$ cat config.mk
export PLATFORM = sky130hd
export DESIGN_NAME = seq_ram_writer
export DESIGN_NICKNAME = d
export VERILOG_FILES = /design/src/rtl/seq_ram_writer.sv
export SDC_FILE = /design/constraint.sdc
export NUM_CORES = 1
export LEC_CHECK = 0
export CAP_MARGIN = 5
export CELL_PAD_IN_SITES_DETAIL_PLACEMENT = 1
export CELL_PAD_IN_SITES_GLOBAL_PLACEMENT = 1
export CORE_UTILIZATION = 54
export CTS_CLUSTER_SIZE = 24
export DETAILED_ROUTE_END_ITERATION = 10
export PLACE_DENSITY_LB_ADDON = 0.08
export SYNTH_ARGS = -nofsm -noshare
export SYNTH_HDL_FRONTEND = slang
export SYNTH_SLANG_ARGS = --single-unit
$ cat constraint.sdc
create_clock -name iClk -period 2.2 [get_ports iClk]
set_input_delay 0.55 -clock iClk [delete_from_list [all_inputs] [get_ports iClk]]
set_output_delay 0.55 -clock iClk [all_outputs]
set_load 0.05 [all_outputs]
$ cat src/rtl/seq_ram_writer.sv
// Sequential-fill RAM writer: stores accepted bytes at addresses 0..DEPTH-1 in order, with registered readback.
// Optional running checksum of accepted bytes when SEQ_RAM_WRITER_CHECKSUM_EN is defined.
module seq_ram_writer #(
    parameter int WIDTH = 8,
    parameter int DEPTH = 32,
    localparam int AW = $clog2(DEPTH)
) (
    input  logic             iClk,
    input  logic             iReset,
    input  logic             iValid,
    input  logic [WIDTH-1:0] iData,
    output logic             oReady,
    input  logic             iClear,
    input  logic [AW-1:0]    iRdAddr,
    output logic [WIDTH-1:0] oRdData,
    output logic [AW:0]      oCount,
    output logic             oFull,
    output logic             oDone,
    output logic [WIDTH-1:0] oChecksum
);

    typedef enum logic {FILL, FULL} state_t;

    localparam logic [AW-1:0] LAST_ADDR = AW'(DEPTH - 1);

    state_t           state;
    state_t           nextState;
    logic [AW-1:0]    wrPtr;
    logic [WIDTH-1:0] mem [DEPTH];
    logic             accept;

    // A clear in the same cycle drops the write entirely.
    always_comb begin
        accept = iValid && oReady && !iClear;
    end

    always_ff @(posedge iClk or posedge iReset) begin
        if (iReset) begin
            state <= FILL;
        end else begin
            state <= nextState;
        end
    end

    always_comb begin
        nextState = state;
        if (iClear) begin
            nextState = FILL;
        end else if (state == FILL && accept && wrPtr == LAST_ADDR) begin
            nextState = FULL;
        end
    end

    always_comb begin
        oReady = (state == FILL);
    end

    always_ff @(posedge iClk or posedge iReset) begin
        if (iReset) begin
            wrPtr  <= '0;
            oCount <= '0;
            oFull  <= 1'b0;
            oDone  <= 1'b0;
        end else if (iClear) begin
            wrPtr  <= '0;
            oCount <= '0;
            oFull  <= 1'b0;
            oDone  <= 1'b0;
        end else begin
            oDone <= 1'b0;
            if (accept) begin
                wrPtr  <= wrPtr + 1'b1;
                oCount <= oCount + 1'b1;
                if (wrPtr == LAST_ADDR) begin
                    oFull <= 1'b1;
                    oDone <= 1'b1;
                end
            end
        end
    end

    // Memory is deliberately left out of reset.
    always_ff @(posedge iClk) begin
        if (accept) begin
            mem[wrPtr] <= iData;
        end
    end

    // Read-before-write: same-address collision returns the old content.
    always_ff @(posedge iClk or posedge iReset) begin
        if (iReset) begin
            oRdData <= '0;
        end else begin
            oRdData <= mem[iRdAddr];
        end
    end

`ifdef SEQ_RAM_WRITER_CHECKSUM_EN
    always_ff @(posedge iClk or posedge iReset) begin
        if (iReset) begin
            oChecksum <= '0;
        end else if (iClear) begin
            oChecksum <= '0;
        end else if (accept) begin
            oChecksum <= oChecksum + iData;
        end
    end
`else
    assign oChecksum = '0;
`endif

endmodule
==> run metrics <==
GRT Total Usage=about a quarter; die footprint=approximately 0.021 mm²; fin crit period=roughly 2.1 ns; grt met3 use=3.83%; status=completed; utilization after layout=65.2%; DRT iter0 DRCs=401; # placed instances=826; pin count of the biggest net entering global routing=43; Pre-Repair DR Iteration Count=4; detailed-route via count=5220; global-route wire length before repair=between 30000 and 40000 µm; RSZ-0062 raised after global routing=false; fin cells=roughly 900; FMAX=between 0.4 and 0.5 GHz; Ant. Diodes=0; crit path max-delay cell type=dlygate4sd2_1; P per Cell Area=a little under 900 mW/mm²; synth warn=0; crit path DAT=around 1.6 ns; Fin. Hold Viols=0; clock-pin slew on the worst setup and hold paths=about 0.06 ns; I/O pin count=42; area of placed instances=~0.012 mm²; TritonCTS clock tree=done; VDD IR max=~0.6 mV; gr ovfl total=0; hold_ws=roughly 0.16 ns; remaining antenna violation count after routing=0; CP Capture Type=primary output; # nets final=slightly above 600; vias in the first global route=between 5000 and 6000; MaxCap Viol Count=0; DRC=0; critical path peak fanout=5; GR Layer Usage met2=40.9%; post-route cell area=around 0.013 mm²; core area=between 0.015 and 0.02 mm²; Clk Latency, worst-skew pair=between 0.5 and 0.6 ns; initial antenna violation count=0; CP Cell Sequence=inv_1, dlygate4sd2_1; Mapped Area=between 0.01 and 0.015 mm²; gr busiest metal=met2; Root Buffer=clkbuf_16; kind of critical path=flop to primary output; final setup fails=0; Synth Register Bits=about 280; count of port buffers added during placement=33; vias per cell=5.95; DRT Wirelength=24300 µm; CTS buffer count=28; P&R area growth vs syn=17.7%; Max clock buf depth=3; layout cells sized above 1=~31%; Tcrit/Tclk final=~96%; Synth Instances=slightly below 500; R2R depth=3; syn_area_per_cell=approximately 22 µm²; clock tree sinks=~280; RePlAce Congestion=0.723; Yosys cell types=28; postcts setup bufs=0; Max Slew Vio Count=0; sequential cell area fraction in the yosys report=between 70% and 80%; crit-path max cell delay=between 0.5 and 0.6 ns; Req. time, crit path=1.65 ns; Hold/Removal Path Class=input pin to async pin; H-tree depth=1; Initial Utilization=55.4%; average routed wire per standard cell=27.6 µm; M1 GR Usage=between 30% and 40%; setup slack, reg-to-reg=approximately 0.35 ns; # rows=51; hpwl dp=roughly 15000 µm; worst clock skew=around 0.018 ns; chip width=between 100 and 150 µm; Die Ht=between 100 and 150 µm; Leak=between 4 and 5 nW; Critical Path Source Type=flop
synth_stat cells:
library cell  count  area share (%)
nand2_1           8            0.28
and3_1            1           0.058
xnor2_1           1           0.081
buf_1             5            0.17
ha_1              6            0.69
o31ai_1           1           0.069
buf_4             9            0.62
a21oi_1           4            0.18
nor2_1           40             1.4
conb_1            1           0.035
or3b_2            2            0.16
nand3b_1          5            0.35
nand3_1           3            0.14
mux4_2           80              17
nor3b_1           1           0.069
edfxtp_1        256              71
buf_2             1           0.046
or3_1             4            0.23
xor2_1            3            0.24
nand2b_1          1           0.058
inv_1             6            0.21
dfrtp_1          22             5.1
clkbuf_1         11            0.38
or4_1             1           0.069
buf_6             6            0.62
mux2i_1           3            0.28
mux2_2            8            0.83
o21ai_0           5            0.23
critical path, delay by kind of cell (launching register included):
family                 cells  cell delay, ns
flip-flops                 1            0.41
buffers and inverters      2            0.61
power breakdown:
part / internal [W] / switching (W)
sequential: 0.00581 / 0.0000259
clock: 0.00289 / 0.00194
combinational: 0.000278 / 0.000411
routing by layer:
layer	share of wire, %	up-vias	wire [µm]
met5	0	-	0
met4	1.9	0	453
met3	6.1	32	1480
met2	49	182	11900
met1	43	2798	10400
li1	-	2208	-
worst paths after layout:
kind	startpoint	to
max reg2reg	mem[17][5]	oRdData[5]
min reg2reg	oFull	oFull
max in group asynchronous	iReset	oFull
min in group iClk	oFull	oFull
min	iReset	oDone
max	state	oReady
per-stage QoR:
step,total power [W],setup WS (ns),setup TNS (ns)
global route,0.0116,0.0506,0
finish,0.0114,0.0835,0
global placement,0.00664,-0.306,-9.53
CTS,0.0114,0.0635,0
detailed placement,0.00666,-0.283,-17.86
floorplan,0.00638,0.0232,0
cells by family after synthesis:
group                      after synthesis  synth area share, %
and+or+nand+nor                         66                 2.79
xor gates and xnor gates                 4                0.323
adders and majority gates                6                0.692
AOI/OAI and AO/OA                       10                0.484
buffers and inverters                   38                 2.05
muxes                                   91                 17.7
DFF                                    278                 75.9
other                                    1               0.0346
timing repair:
item | CTS | global route
gates resized for setup | 17 | 0
endpoints found under the setup margin | 17 | 0
hold buffers | 0 | 0
sequential cells by signal (all words and copies together), names as in the netlist:
name and flops:
mem 256, oCount 6, wrPtr 5, oFull 1, state 1, oRdData 8
oDone 1
cell type report:
| class | count | area [µm²] |
|---|---|---|
| clock buffers | 38 | 800 |
| inverters | 6 | 22.5 |
| well taps | 265 | 332 |
| clock inverters | 14 | 146 |
| repair buffers | 92 | 820 |
| fillers | 1645 | 6820 |
| flip-flops and latches | 278 | 8240 |
| multi-input cells | 185 | 2420 |
layout by cell type, fill, tap and decap left out, types with 8 or more instances in the layout:
cell and count:
edfxtp_1 256, clkbuf_16 29, buf_4 54, clkdlybuf4s50_1 14, mux4_2 80, dfrtp_1 22, conb_1 8, mux2_2 8
nand2_1 8, dlygate4sd2_1 17, nor2_1 40
No activity file was read; power rests on OpenSTA's default activity.
